**config.mk**
```make
export PLATFORM = sky130hd
export DESIGN_NAME = multiboot_icap_seq_flat
export DESIGN_NICKNAME = d
export VERILOG_FILES = /design/src/rtl/multiboot_pkg.sv /design/src/rtl/multiboot_icap_seq_if.sv /design/src/rtl/multiboot_trig_filter.sv /design/src/rtl/multiboot_icap_seq.sv /design/src/flat_wrapper.sv
export SDC_FILE = /design/constraint.sdc
export NUM_CORES = 1
export LEC_CHECK = 0
export BUFFER_PORTS_ARGS = -buffer_cell sky130_fd_sc_hd__buf_2
export CAP_MARGIN = 20
export CORE_ASPECT_RATIO = 1.1
export CORE_MARGIN = 5
export CORE_UTILIZATION = 39
export DETAILED_ROUTE_END_ITERATION = 10
export PLACE_DENSITY = 0.56
export SLEW_MARGIN = 5
export SYNTH_ARGS = -nofsm -noshare
export SYNTH_HDL_FRONTEND = slang
export SYNTH_SLANG_ARGS = --single-unit
```
**constraint.sdc**
```tcl
create_clock -name clk -period 1.94 [get_ports clk]
set_clock_uncertainty 0.2 [all_clocks]
set_input_delay 0.388 -clock clk [delete_from_list [all_inputs] [get_ports clk]]
set_output_delay 0.388 -clock clk [all_outputs]
set_load 0.1 [all_outputs]
```
**src/rtl/multiboot_pkg.sv**
```systemverilog
// Shared ICAP command words, SPI opcodes, sequencer state encoding and the
// byte-wise bit-reversal helper used by the ICAP output register.
package multiboot_pkg;

  localparam logic [15:0] SYNC1     = 16'hAA99;
  localparam logic [15:0] SYNC2     = 16'h5566;
  localparam logic [15:0] WR_CMD    = 16'h30A1;
  localparam logic [15:0] CMD_NULL  = 16'h0000;
  localparam logic [15:0] WR_GEN1   = 16'h3261;
  localparam logic [15:0] WR_GEN2   = 16'h3281;
  localparam logic [15:0] WR_MODE   = 16'h3301;
  localparam logic [15:0] MODE_X4   = 16'h3100;
  localparam logic [15:0] CMD_IPROG = 16'h000E;
  localparam logic [15:0] NOOP      = 16'h2000;
  localparam logic [15:0] IDLE_WORD = 16'hFFFF;

  localparam logic [7:0] OP_X1 = 8'h03;
  localparam logic [7:0] OP_X4 = 8'h6B;

  typedef enum logic [2:0] {
    ST_IDLE = 3'd0,
    ST_SYNC = 3'd1,
    ST_HDR  = 3'd2,
    ST_GEN  = 3'd3,
    ST_MODE = 3'd4,
    ST_RBT  = 3'd5,
    ST_NOOP = 3'd6
  } state_e;

  // ICAP_SPARTAN6 expects each byte presented MSB-first on bit 0.
  function automatic logic [15:0] byte_rev(input logic [15:0] w);
    logic [15:0] r;
    for (int i = 0; i < 8; i++) begin
      r[7-i]  = w[i];
      r[15-i] = w[8+i];
    end
    return r;
  endfunction

endpackage

```
**src/rtl/multiboot_icap_seq_if.sv**
```systemverilog
// Request handshake, status flags and registered ICAP pins of the multiboot
// sequencer, bundled as one port.
interface multiboot_icap_seq_if;

  logic        req_valid;
  logic [3:0]  req_slot;
  logic        req_ready;
  logic        busy;
  logic        done;
  logic        err;
  logic        icap_ce_n;
  logic        icap_wr_n;
  logic [15:0] icap_i;

  modport master (
    output req_valid, req_slot,
    input  req_ready, busy, done, err, icap_ce_n, icap_wr_n, icap_i
  );

  modport slave (
    input  req_valid, req_slot,
    output req_ready, busy, done, err, icap_ce_n, icap_wr_n, icap_i
  );

endinterface

```
**src/rtl/multiboot_trig_filter.sv**
```systemverilog
// Button / legacy REBOOT line conditioner: 2-flop synchroniser, history shift
// register and a single-cycle trigger per accepted high-to-low transition.
module multiboot_trig_filter #(
  parameter int FILTER_LEN = 3
) (
  input  logic clk,
  input  logic rst_n,
  input  logic i_btn,
  output logic o_trig
);

  logic [1:0]          r_sync;
  logic [FILTER_LEN:0] r_hist;
  logic                r_trig;
  logic                w_fire;

  // Oldest sample high followed by FILTER_LEN consecutive low samples.
  assign w_fire = r_hist[FILTER_LEN] && (r_hist[FILTER_LEN-1:0] == '0);

  always_ff @(posedge clk or negedge rst_n) begin
    if (!rst_n) begin
      r_sync <= '0;
      r_hist <= '0;
      r_trig <= 1'b0;
    end else begin
      r_sync <= {r_sync[0], i_btn};
      r_hist <= {r_hist[FILTER_LEN-1:0], r_sync[1]};
      r_trig <= w_fire;
    end
  end

  assign o_trig = r_trig;

endmodule

```
**src/rtl/multiboot_icap_seq.sv**
```systemverilog
// Spartan-6 ICAP multiboot sequencer: accepts a slot request or a filtered
// button trigger and streams the warm-boot / IPROG command words to ICAP.
module multiboot_icap_seq
  import multiboot_pkg::*;
#(
  parameter int                     NUM_SLOTS    = 4,
  parameter logic [24*NUM_SLOTS-1:0] SLOT_ADDR   = {24'h210000, 24'h160000,
                                                    24'h0B0000, 24'h000000},
  parameter int                     DEFAULT_SLOT = 1,
  parameter int                     SPI_X4       = 1,
  parameter int                     NOOP_COUNT   = 4,
  parameter int                     FILTER_LEN   = 3
) (
  input  logic                 clk,
  input  logic                 rst_n,
  input  logic                 reboot_btn,
  multiboot_icap_seq_if.slave  bus
);

  localparam logic [7:0] OP = (SPI_X4 != 0) ? OP_X4 : OP_X1;

  state_e      r_state, w_state_nxt;
  logic [3:0]  r_idx, w_idx_nxt, w_last;
  logic [23:0] r_addr;
  logic [23:0] w_tab [16];
  logic [3:0]  w_sel_slot;
  logic        w_trig, w_slot_ok, w_accept, w_start, w_bad, w_btn_go;
  logic [15:0] w_word;
  logic        w_active;

  logic        r_ce_n, r_wr_n, r_busy, r_done, r_err, r_ready;
  logic [15:0] r_icap;

  multiboot_trig_filter #(
    .FILTER_LEN (FILTER_LEN)
  ) u_filter (
    .clk    (clk),
    .rst_n  (rst_n),
    .i_btn  (reboot_btn),
    .o_trig (w_trig)
  );

  // Full 16-entry table so any 4-bit slot index selects a defined entry.
  for (genvar k = 0; k < 16; k++) begin : g_tab
    if (k < NUM_SLOTS) begin : g_slot
      assign w_tab[k] = SLOT_ADDR[24*k +: 24];
    end else begin : g_pad
      assign w_tab[k] = '0;
    end
  end

  assign w_slot_ok  = {1'b0, bus.req_slot} < 5'(NUM_SLOTS);
  assign w_accept   = bus.req_valid && r_ready;
  assign w_start    = w_accept && w_slot_ok;
  assign w_bad      = w_accept && !w_slot_ok;
  assign w_btn_go   = w_trig && r_ready && !bus.req_valid;
  assign w_sel_slot = w_start ? bus.req_slot : 4'(DEFAULT_SLOT);

  always_ff @(posedge clk) begin
    if (w_start || w_btn_go) begin
      r_addr <= w_tab[w_sel_slot];
    end
  end

  // ---- state register ----
  always_ff @(posedge clk or negedge rst_n) begin
    if (!rst_n) begin
      r_state <= ST_IDLE;
      r_idx   <= '0;
    end else begin
      r_state <= w_state_nxt;
      r_idx   <= w_idx_nxt;
    end
  end

  // ---- next-state logic: r_state/r_idx name the word currently on the pins ----
  always_comb begin
    w_last = 4'd0;
    case (r_state)
      ST_SYNC, ST_HDR, ST_MODE, ST_RBT: w_last = 4'd1;
      ST_GEN:                           w_last = 4'd3;
      ST_NOOP:                          w_last = 4'(NOOP_COUNT - 1);
      default:                          w_last = 4'd0;
    endcase
  end

  always_comb begin
    w_state_nxt = r_state;
    w_idx_nxt   = r_idx + 4'd1;
    if (r_state != ST_IDLE && r_idx == w_last) begin
      w_idx_nxt = 4'd0;
    end
    case (r_state)
      ST_IDLE: begin
        w_idx_nxt = 4'd0;
        if (w_start || w_btn_go) w_state_nxt = ST_SYNC;
      end
      ST_SYNC: if (r_idx == w_last) w_state_nxt = ST_HDR;
      ST_HDR:  if (r_idx == w_last) w_state_nxt = ST_GEN;
      ST_GEN:  if (r_idx == w_last) w_state_nxt = (SPI_X4 != 0) ? ST_MODE : ST_RBT;
      ST_MODE: if (r_idx == w_last) w_state_nxt = ST_RBT;
      ST_RBT:  if (r_idx == w_last) w_state_nxt = ST_NOOP;
      ST_NOOP: if (r_idx == w_last) w_state_nxt = ST_IDLE;
      default: begin
        w_state_nxt = ST_IDLE;
        w_idx_nxt   = 4'd0;
      end
    endcase
  end

  // ---- output decode: word for the upcoming cycle, captured by the pin register ----
  always_comb begin
    w_word   = IDLE_WORD;
    w_active = 1'b1;
    case (w_state_nxt)
      ST_SYNC: w_word = w_idx_nxt[0] ? SYNC2 : SYNC1;
      ST_HDR:  w_word = w_idx_nxt[0] ? CMD_NULL : WR_CMD;
      ST_GEN: begin
        case (w_idx_nxt[1:0])
          2'd0:    w_word = WR_GEN1;
          2'd1:    w_word = r_addr[15:0];
          2'd2:    w_word = WR_GEN2;
          default: w_word = {OP, r_addr[23:16]};
        endcase
      end
      ST_MODE: w_word = w_idx_nxt[0] ? MODE_X4 : WR_MODE;
      ST_RBT:  w_word = w_idx_nxt[0] ? CMD_IPROG : WR_CMD;
      ST_NOOP: w_word = NOOP;
      default: begin
        w_word   = IDLE_WORD;
        w_active = 1'b0;
      end
    endcase
  end

  // ---- registered ICAP pins and status ----
  always_ff @(posedge clk or negedge rst_n) begin
    if (!rst_n) begin
      r_ce_n  <= 1'b1;
      r_wr_n  <= 1'b1;
      r_icap  <= IDLE_WORD;
      r_busy  <= 1'b0;
      r_done  <= 1'b0;
      r_err   <= 1'b0;
      r_ready <= 1'b0;
    end else begin
      r_ce_n  <= !w_active;
      r_wr_n  <= !w_active;
      r_icap  <= byte_rev(w_word);
      r_busy  <= w_active;
      r_done  <= (r_state == ST_NOOP) && (w_state_nxt == ST_IDLE);
      r_err   <= w_bad;
      r_ready <= (w_state_nxt == ST_IDLE);
    end
  end

  assign bus.icap_ce_n = r_ce_n;
  assign bus.icap_wr_n = r_wr_n;
  assign bus.icap_i    = r_icap;
  assign bus.busy      = r_busy;
  assign bus.done      = r_done;
  assign bus.err       = r_err;
  assign bus.req_ready = r_ready;

endmodule
```
**src/flat_wrapper.sv**
```systemverilog
// flat-port wrapper written by rule: the top's interface ports become plain ports
module multiboot_icap_seq_flat import multiboot_pkg::*;
#(
  parameter int                     NUM_SLOTS    = 4,
  parameter logic [24*NUM_SLOTS-1:0] SLOT_ADDR   = {24'h210000, 24'h160000,
                                                    24'h0B0000, 24'h000000},
  parameter int                     DEFAULT_SLOT = 1,
  parameter int                     SPI_X4       = 1,
  parameter int                     NOOP_COUNT   = 4,
  parameter int                     FILTER_LEN   = 3
)
  (clk, rst_n, reboot_btn, bus_req_valid, bus_req_slot, bus_req_ready, bus_busy, bus_done, bus_err, bus_icap_ce_n, bus_icap_wr_n, bus_icap_i);
  multiboot_icap_seq_if bus_i ();
  input  logic clk;
  input  logic rst_n;
  input  logic reboot_btn;
  input wire logic [$bits(bus_i.req_valid)-1:0] bus_req_valid;
  input wire logic [$bits(bus_i.req_slot)-1:0] bus_req_slot;
  output wire logic [$bits(bus_i.req_ready)-1:0] bus_req_ready;
  output wire logic [$bits(bus_i.busy)-1:0] bus_busy;
  output wire logic [$bits(bus_i.done)-1:0] bus_done;
  output wire logic [$bits(bus_i.err)-1:0] bus_err;
  output wire logic [$bits(bus_i.icap_ce_n)-1:0] bus_icap_ce_n;
  output wire logic [$bits(bus_i.icap_wr_n)-1:0] bus_icap_wr_n;
  output wire logic [$bits(bus_i.icap_i)-1:0] bus_icap_i;
  assign bus_i.req_valid = bus_req_valid;
  assign bus_i.req_slot = bus_req_slot;
  assign bus_req_ready = bus_i.req_ready;
  assign bus_busy = bus_i.busy;
  assign bus_done = bus_i.done;
  assign bus_err = bus_i.err;
  assign bus_icap_ce_n = bus_i.icap_ce_n;
  assign bus_icap_wr_n = bus_i.icap_wr_n;
  assign bus_icap_i = bus_i.icap_i;
  multiboot_icap_seq #(.NUM_SLOTS(NUM_SLOTS), .SLOT_ADDR(SLOT_ADDR), .DEFAULT_SLOT(DEFAULT_SLOT), .SPI_X4(SPI_X4), .NOOP_COUNT(NOOP_COUNT), .FILTER_LEN(FILTER_LEN)) u_core (.clk(clk), .rst_n(rst_n), .reboot_btn(reboot_btn), .bus(bus_i));
endmodule
```
Word level (Yosys, flattened, before mapping) --
Memory sizes are Yosys's and may differ from the RTL's. A register that Yosys moved wholly into a read port is not among the register bits. Index checks and enable logic that the tools add are counted.
Operators by class: order comparisons 1, mux-type cells 19, equal/unequal tests 15, reduce and logical (&&, ||, !) cells 21, add/sub/neg operators 1, bitwise logic cells 1
Operators with widths (count):
- $pmux 16 s6 | 1
- $pmux 16 s3 | 1
- $mux 14 | 2
- $mux 3 | 7
- $pmux 3 s7 | 1
- $eq 3x3->1 const B | 6
- $mux 16 | 1
- $eq 3x2->1 const B | 4
- $mux 4 | 3
- $reduce_or 6->1 | 2
- $mux 10 | 1
- $logic_not 3->1 | 3
- $logic_and 1x1->1 | 8
- $eq 3x1->1 const B | 2
- $not 4->5 | 1
- $add 4x1->4 const B | 1
- $eq 4x2->1 | 1
- $lt 4x3->1 const B | 1
- $pmux 2 s2 | 1
- $reduce_or 4->1 | 1
- $logic_not 1->1 | 3
- $reduce_bool 3->1 | 1
- $eq 2x1->1 const B | 1
- $eq 2x2->1 const B | 1
- other kinds (4) | 4
Storage, ports and cells: register bits 35, memories kept 1, bits in read-only memories 384, output and inout port bits 22
Memory list:
- (no name shown) | depth 16, width 24, rd ports 1, clocked after memory_dff 1, wr ports 0, line multiboot_icap_seq.sv:61 | r_addr <= w_tab[w_sel_slot];

Logic depth before layout (Yosys ltp) --
Gate-level depths: netlist (run 1).
depth in word-level cells 10, mapped depth 7, depth with buffers taken out 5

Modules after synthesis --
A second synthesis (run 1) with hierarchy kept.
Unflattened totals: cells, all modules 163, area, all modules 1931.9 µm²
By module, submodules not included:
- multiboot_icap_seq | cells an instance 155, area each 1741.7 µm², times used 1, sequential area each 872.1 µm²
- multiboot_trig_filter | cells an instance 8, area each 190.2 µm², times used 1, sequential area each 175.2 µm²

Worst setup path before layout (run 1) --
No wires, ideal clock.
kind register -> register, start point register u_core.r_ready, in the netlist u_core.bus.req_ready, end point register u_core.r_icap[15], in the netlist u_core.bus.icap_i[15], cell stages (with the launch flop) 7, library setup time 0.084 ns, arrival 2.144 ns, required time 1.656 ns, slack -0.488 ns, path through dfrtp_1 and4bb_2 or2_2 clkbuf_2 o21a_4 o21ai_2 a311o_1
On the way: word-level cells in the longest chain between the ends 7, elaborated cells between the ends (all ways) 14, those cells by class eq/ne: 6; mux: 3; reduce/logical: 5
RTL lines:
- from (decl) | line multiboot_icap_seq.sv:31 | logic r_ce_n, r_wr_n, r_busy, r_done, r_err, r_ready;
- from (signal assigned) | line multiboot_icap_seq.sv:153 | r_ready <= (w_state_nxt == ST_IDLE);
- $logic_and 1x1->1 (on tied branches) | line multiboot_icap_seq.sv:53, multiboot_icap_seq.sv:56
- $logic_and 1x1->1 (on tied branches) | line multiboot_icap_seq.sv:54, multiboot_icap_seq.sv:56
- $logic_or 1x1->1 (*) | line multiboot_icap_seq.sv:96 | if (w_start || w_btn_go) w_state_nxt = ST_SYNC;
- $mux 3 (*) | line multiboot_icap_seq.sv:96
- $pmux 3 s7 (*) | line multiboot_icap_seq.sv:93 | case (r_state)
- $eq 3x3->1 (tied with other cells) | line multiboot_icap_seq.sv:115 | case (w_state_nxt)
- $pmux 16 s6 (*) | line multiboot_icap_seq.sv:115
- net u_core.w_word[8] | line multiboot_icap_seq.sv:28 | logic [15:0] w_word;
- to (signal assigned) | line multiboot_icap_seq.sv:149 | r_icap <= byte_rev(w_word);
- to (decl) | line multiboot_icap_seq.sv:32 | logic [15:0] r_icap;
The timed path passes the listed nets; every way through them passes the cells marked *.

Final worst setup path (run 1) --
start point register u_core.r_state[2], end point register u_core.r_state[0]
On the way: word-level cells in the longest chain between the ends 6, elaborated cells between the ends (all ways) 18, those cells by class eq/ne: 7; mux: 8; reduce/logical: 3
RTL lines:
- from (decl) | line multiboot_icap_seq.sv:22 | state_e r_state, w_state_nxt;
- from (signal assigned) | line multiboot_icap_seq.sv:71 | r_state <= w_state_nxt;
- $eq 3x1->1 (tied with other cells) | line multiboot_icap_seq.sv:79, multiboot_icap_seq.sv:93
- $reduce_or 4->1 / $reduce_or 2->1 (equally long branches)
- $pmux 2 s2 | line multiboot_icap_seq.sv:79 | case (r_state)
- $eq 4x2->1
- $mux 3 (tied with other cells) | line multiboot_icap_seq.sv:103 | ST_NOOP: if (r_idx == w_last) w_state_nxt = ST_IDLE;
- $pmux 3 s7 (*) | line multiboot_icap_seq.sv:93
- net u_core.w_state_nxt[0] | line multiboot_icap_seq.sv:22
Marks and branches as above.

==> flow_metrics.tcl, run 1 <==
set metrics [dict create \
    hp-class "in2reg" \
    fmax_mhz 530 \
    worstPathArrival_ps 1870 \
    synth_ff_type "dfrtp_1" \
    setup_viol 0 \
    ios 30 \
    crit_fanout 7 \
    path_clk_slew_ps 80 \
    maxSlewViolCount 0 \
    wirelength_um 4660 \
    start_util 0.405 \
    drive_gt1_frac 0.430 \
    drc 0 \
    rows 27 \
    clock_sink_count 40 \
    worstSetupPathType "reg2reg" \
    worst_slack_ps 51.8 \
    nets 245 \
    die_h_um 85.8 \
    cts_buffers 5 \
    vias 1598 \
    yosysUniqueCellTypes 62 \
    grt.total_usage 0.147 \
    grt_first_pass_wirelength_um 7710 \
    relSlewSlack 0.674 \
    yosys_warnings 0 \
    drt_iter0_drc 101 \
    outcome "complete, no violations" \
    whs_ps 139 \
    drv_cap 0 \
    dp_slack_ps 10.9 \
    critPathLaunchType "register" \
    post-route-min-period_ps 1890 \
    grt_max_degree 36 \
    cts-root-buf "clkbuf_8" \
    grt_pass1_vias 1616 \
    ant_nets 0 \
    diodes 0 \
    synth_common_cells "dfrtp_1, dfstp_2, nand2_1" \
    port_buffers 29 \
    die-area_um2 6780 \
    synth.avg_cell_area_um2 10.7 \
    htree_num_levels 2 \
    ys_seq_elements 40 \
    place_area_um2 2380 \
    synth_top_area_share 0.221 \
    gp_congestion 0.836 \
    viasPerCell 5.42 \
    antenna_found_initial 0 \
    final_area_um2 2500 \
    yosysTopAreaCell "dfrtp_1" \
    hold_viol 0 \
    cts.path.max_buffers 2 \
    grt.overflow.total 0 \
    place_hpwl_um 3430 \
    async_flop_share 0.875 \
    die_x_um 79.0 \
    drt_pass1_iterations 4 \
    syn_inst 190 \
    synth_edf_count 5 \
    rsz0062_at_grt "false" \
    syn-cell-area_um2 2040 \
    clk_latency_ps 290 \
    synthToLayoutAreaGrowth_pct 22.4 \
    worstSetupEndpointType "register" \
    cts_tree "built" \
    fin_cells 295 \
    critical_path_required_ps 1930 \
    finalCritPeriodShare 0.973 \
    tightest_slew_ps 492 \
    synth.most_common_cell "dfrtp_1" \
    dp.cells 286 \
    synthesis.nets 199 \
    wire_per_inst_um 15.8 \
    core_um2 5030 \
    synth_area_leaders "dfrtp_1, dfstp_2, edfxtp_1" \
    yosysSeqAreaShare 0.513 \
]
-- cell type report --
cell class	instances	area [um2]
Fill cell	467	2540
Sequential cell	40	1050
Multi-Input combinational cell	127	908
Timing Repair Buffer	58	368
Clock buffer	7	76.3
Tap cell	58	72.6
Inverter	4	15.0
Clock inverter	1	5.00
-- final timing paths --
check                                               startpoint                             endpoint  slack [ps]  cells after the start
setup / recovery                   u_core.r_state[2]$_DFF_PN0_          u_core.r_state[0]$_DFF_PN0_          50                      5
hold / removal                                   bus_req_valid             u_core.bus.err$_DFF_PN0_         140                      2
setup reg to reg                   u_core.r_state[2]$_DFF_PN0_          u_core.r_state[0]$_DFF_PN0_          50                      5
hold reg to reg            u_core.u_filter.r_sync[0]$_DFF_PN0_  u_core.u_filter.r_sync[1]$_DFF_PN0_         160                      0
max in group asynchronous                                rst_n       u_core.bus.req_ready$_DFF_PN0_         750                      3
min in group asynchronous                                rst_n            u_core.r_idx[0]$_DFF_PN0_         450                      3
-- worst max-delay path, stage by stage (launching register included) --
cell	delay, ps
dfrtp_1	460
or3_4	450
nand2_4	130
xnor2_4	100
nor3b_2	220
and4b_1	220
-- layout by cell type, fill, tap and decap left out, types with 3 or more instances in the layout --
cell type / synthesis / final
nor3_1: 5 / 4
a31oi_1: 3 / 3
a21oi_1: 7 / 6
edfxtp_1: 5 / 5
buf_2: 7 / 29
nand2_1: 16 / 16
a21boi_0: 6 / 6
o21ai_0: 14 / 12
or2_2: 4 / 3
o21a_1: 3 / 3
xor2_1: 3 / 3
buf_4: 2 / 27
nor2_1: 8 / 8
dfstp_2: 17 / 17
nor2b_1: 5 / 5
dfrtp_1: 18 / 17
inv_1: 4 / 4
clkbuf_8: 0 / 5
-- metrics by stage --
step                      setup TNS, ps  utilization
after floorplan                   -74.4            -
after global placement            -9.13        0.472
after detailed placement              0        0.472
after CTS                             0        0.493
after global routing                  0        0.496
final                                 0        0.496
-- flip-flops by register name, summed over array words and instances, names as in the netlist --
name                    flops
u_core.u_filter.o_trig      1
u_core.bus.done             1
u_core.bus.req_ready        1
u_core.bus.icap_i          16
u_core.r_state              3
u_core.u_filter.r_hist      4
u_core.bus.err              1
u_core.bus.busy             1
u_core.bus.icap_ce_n        1
u_core.u_filter.r_sync      2
u_core.r_idx                4
u_core.r_addr               5
-- logic make-up after synthesis --
kind of cell / count (synthesis) / share of synthesized area
simple gates: 60 / 0.174
compound gates: 59 / 0.211
flops: 40 / 0.513
buf+inv: 23 / 0.0552
xor+xnor: 6 / 0.0350
mux: 1 / 0.00491
fa+ha+maj: 1 / 0.00613
-- layer usage --
layer | vias up | routed length, um | GRT usage
met5 | - | 0 | 0
met4 | 0 | 126 | 0.0703
met3 | 9 | 272 | 0.0399
met2 | 46 | 2280 | 0.249
met1 | 774 | 1980 | 0.171
li1 | 769 | - | -
-- timing repair --
action / 4_1_cts / 5_1_grt
resized for setup: 1 / 5
buffers inserted: 0 / 0
hold buffers: 2 / 0
setup endpoints to repair: 1 / 2
pin swaps: 0 / 1
endpoints found under the hold margin: 19 / 0
Power of run 1 is left out: the tool's default activity adds up to more than one toggle a clock period on the data nets, which glitch-free logic cannot reach.
==> run 2, diff against run 1 <==
Settings changed: ABC_AREA from default to 1, PLACE_DENSITY 0.56 to 0.57.
==> flow_metrics.tcl, run 2 <==
set metrics [dict create \
    relSlewSlack 0.677 \
    final_cell_mix "buf_4, buf_2, nand2_1" \
    grt_first_pass_wirelength_um 7190 \
    maxSlewViolCount 0 \
    cts-root-buf "clkbuf_8" \
    outcome "complete, but fails checks" \
    yosysUniqueCellTypes 30 \
    grt.total_usage 0.155 \
    antenna_found_initial 0 \
    diodes 0 \
    drc 0 \
    synth_ff_type "dfrtp_1" \
    wire_per_inst_um 13.4 \
    drive_gt1_frac 0.616 \
    final.setup.tns_ps -3520 \
    tightest_slew_ps 488 \
    syn-cell-area_um2 1800 \
    whs_path_depth 0 \
    fmax_mhz 460 \
    drt_pass1_iterations 4 \
    clk_latency_ps 290 \
    area.sequential_um2 1050 \
    drt_iter0_drc 80 \
    ys_seq_elements 40 \
    synth.most_common_cell "nand2_1" \
    wirelength_um 4350 \
    largest_reg_flops 16 \
    grt_max_degree 20 \
    place_hpwl_um 3130 \
    htree_num_levels 2 \
    synth_area_leaders "dfrtp_1, dfstp_2, edfxtp_1" \
    grt_pass1_vias 1610 \
    rr_worst_depth 13 \
    ant_nets 0 \
    async_flop_share 0.875 \
    worst_slack_ps -232 \
    ios 30 \
    final_util 0.607 \
    synthToLayoutAreaGrowth_pct 53.1 \
    grt.overflow.total 0 \
    violations "setup timing" \
    cts.path.max_buffers 2 \
    multiInputGateArea_um2 903 \
    setup_viol 20 \
    gp_congestion 0.923 \
    worstSetupPathType "reg2reg" \
    finalCritPeriodShare 1.12 \
    hold_viol 0 \
    synth.avg_cell_area_um2 9.75 \
    yosysSeqAreaShare 0.580 \
    rows 26 \
    synthesis.nets 194 \
    crit_fanout 5 \
    port_buffers 29 \
    post-route-min-period_ps 2170 \
    nFillCells 396 \
    die_x_um 74.9 \
    yosys_warnings 0 \
    vias 1536 \
    start_util 0.396 \
    synth_edf_count 5 \
    synth_common_cells "nand2_1, nand3_1, inv_1" \
    drv_cap 0 \
    cts_buffers 5 \
    yosysTopAreaCell "dfrtp_1" \
    critPathLaunchType "register" \
    hp-class "reg2reg" \
    core_um2 4550 \
    nets 276 \
    viasPerCell 4.74 \
    path_clk_slew_ps 70 \
    final_common_cell "buf_4" \
    critical_path_required_ps 1960 \
    syn_inst 185 \
    clock_sink_count 40 \
    cts_tree "built" \
    die-area_um2 6090 \
    worstSetupEndpointType "register" \
    die_h_um 81.3 \
    rsz0062_at_grt "true" \
    synth_top_area_share 0.250 \
    worstPathArrival_ps 2190 \
]
==> run 2: repair_timing <==
item,in CTS,in global routing
gates resized for setup,32,21
buffers inserted,9,8
pin swaps,7,21
gates cloned,0,0
setup endpoints to repair,20,24
hold buffers,2,0
hold endpoints to repair,17,0
==> run 2: kinds of logic after synthesis <==
logic type,share of synthesized area
AND/OR/NAND/NOR,0.296
flip-flops,0.580
buffers and inverters,0.0687
AO/OA/AOI/OAI,0.0381
XOR/XNOR,0.00971
adder cells (fa/ha/maj),0.00693
==> run 2: layer usage <==
metal | vias up | track usage | wire (um)
met5 | - | 0 | 0
met3 | 9 | 0.0297 | 191
li1 | 767 | - | -
met4 | 0 | 0.0587 | 63
met2 | 31 | 0.273 | 2400
met1 | 729 | 0.184 | 1700
==> run 2: worst max-delay path, stage by stage (launching register included) <==
cell and delay [ps]:
dfrtp_2 430, buf_4 150, nand3_4 90, nand3_4 100
nand2_4 50, nor2_4 170, nand3_2 120, nand2_1 90
inv_2 70, nand2_8 100, nand3_4 120, nor2_4 210
inv_2 100, nand4_1 90
==> run 2: final timing paths <==
kind,startpoint,to,slack (ps)
setup / recovery,u_core.r_state[1]$_DFF_PN0_,u_core.bus.icap_i[2]$_DFF_PN1_,-230
hold / removal,u_core.u_filter.r_sync[1]$_DFF_PN0_,u_core.u_filter.r_hist[0]$_DFF_PN0_,160
setup reg to reg,u_core.r_state[1]$_DFF_PN0_,u_core.bus.icap_i[2]$_DFF_PN1_,-230
hold reg to reg,u_core.u_filter.r_sync[1]$_DFF_PN0_,u_core.u_filter.r_hist[0]$_DFF_PN0_,160
max in group asynchronous,rst_n,u_core.bus.icap_i[1]$_DFF_PN1_,620
min in group asynchronous,rst_n,u_core.bus.err$_DFF_PN0_,390
==> run 2: through the flow <==
step | instance area, um2 | std cells | hold WS (ps) | worst slack (ps)
floorplan | 1870 | 185 | -108 | -14.8
global placement | 2300 | 298 | 147 | -200
detailed placement | 2300 | 298 | 136 | -182
CTS | 2620 | 317 | 160 | -133
global route | 2760 | 324 | 159 | -351
finish | 2760 | 324 | 161 | -232
==> run 2: layout make-up <==
cell class / instances / area share
clock buffer: 6 / 0.0263
clock inverter: 2 / 0.00453
inverter: 25 / 0.0362
multi-input combinational: 117 / 0.327
sequential: 40 / 0.382
tap: 56 / 0.0254
timing repair buffer: 78 / 0.199
Power of run 2 is left out for the same reason.
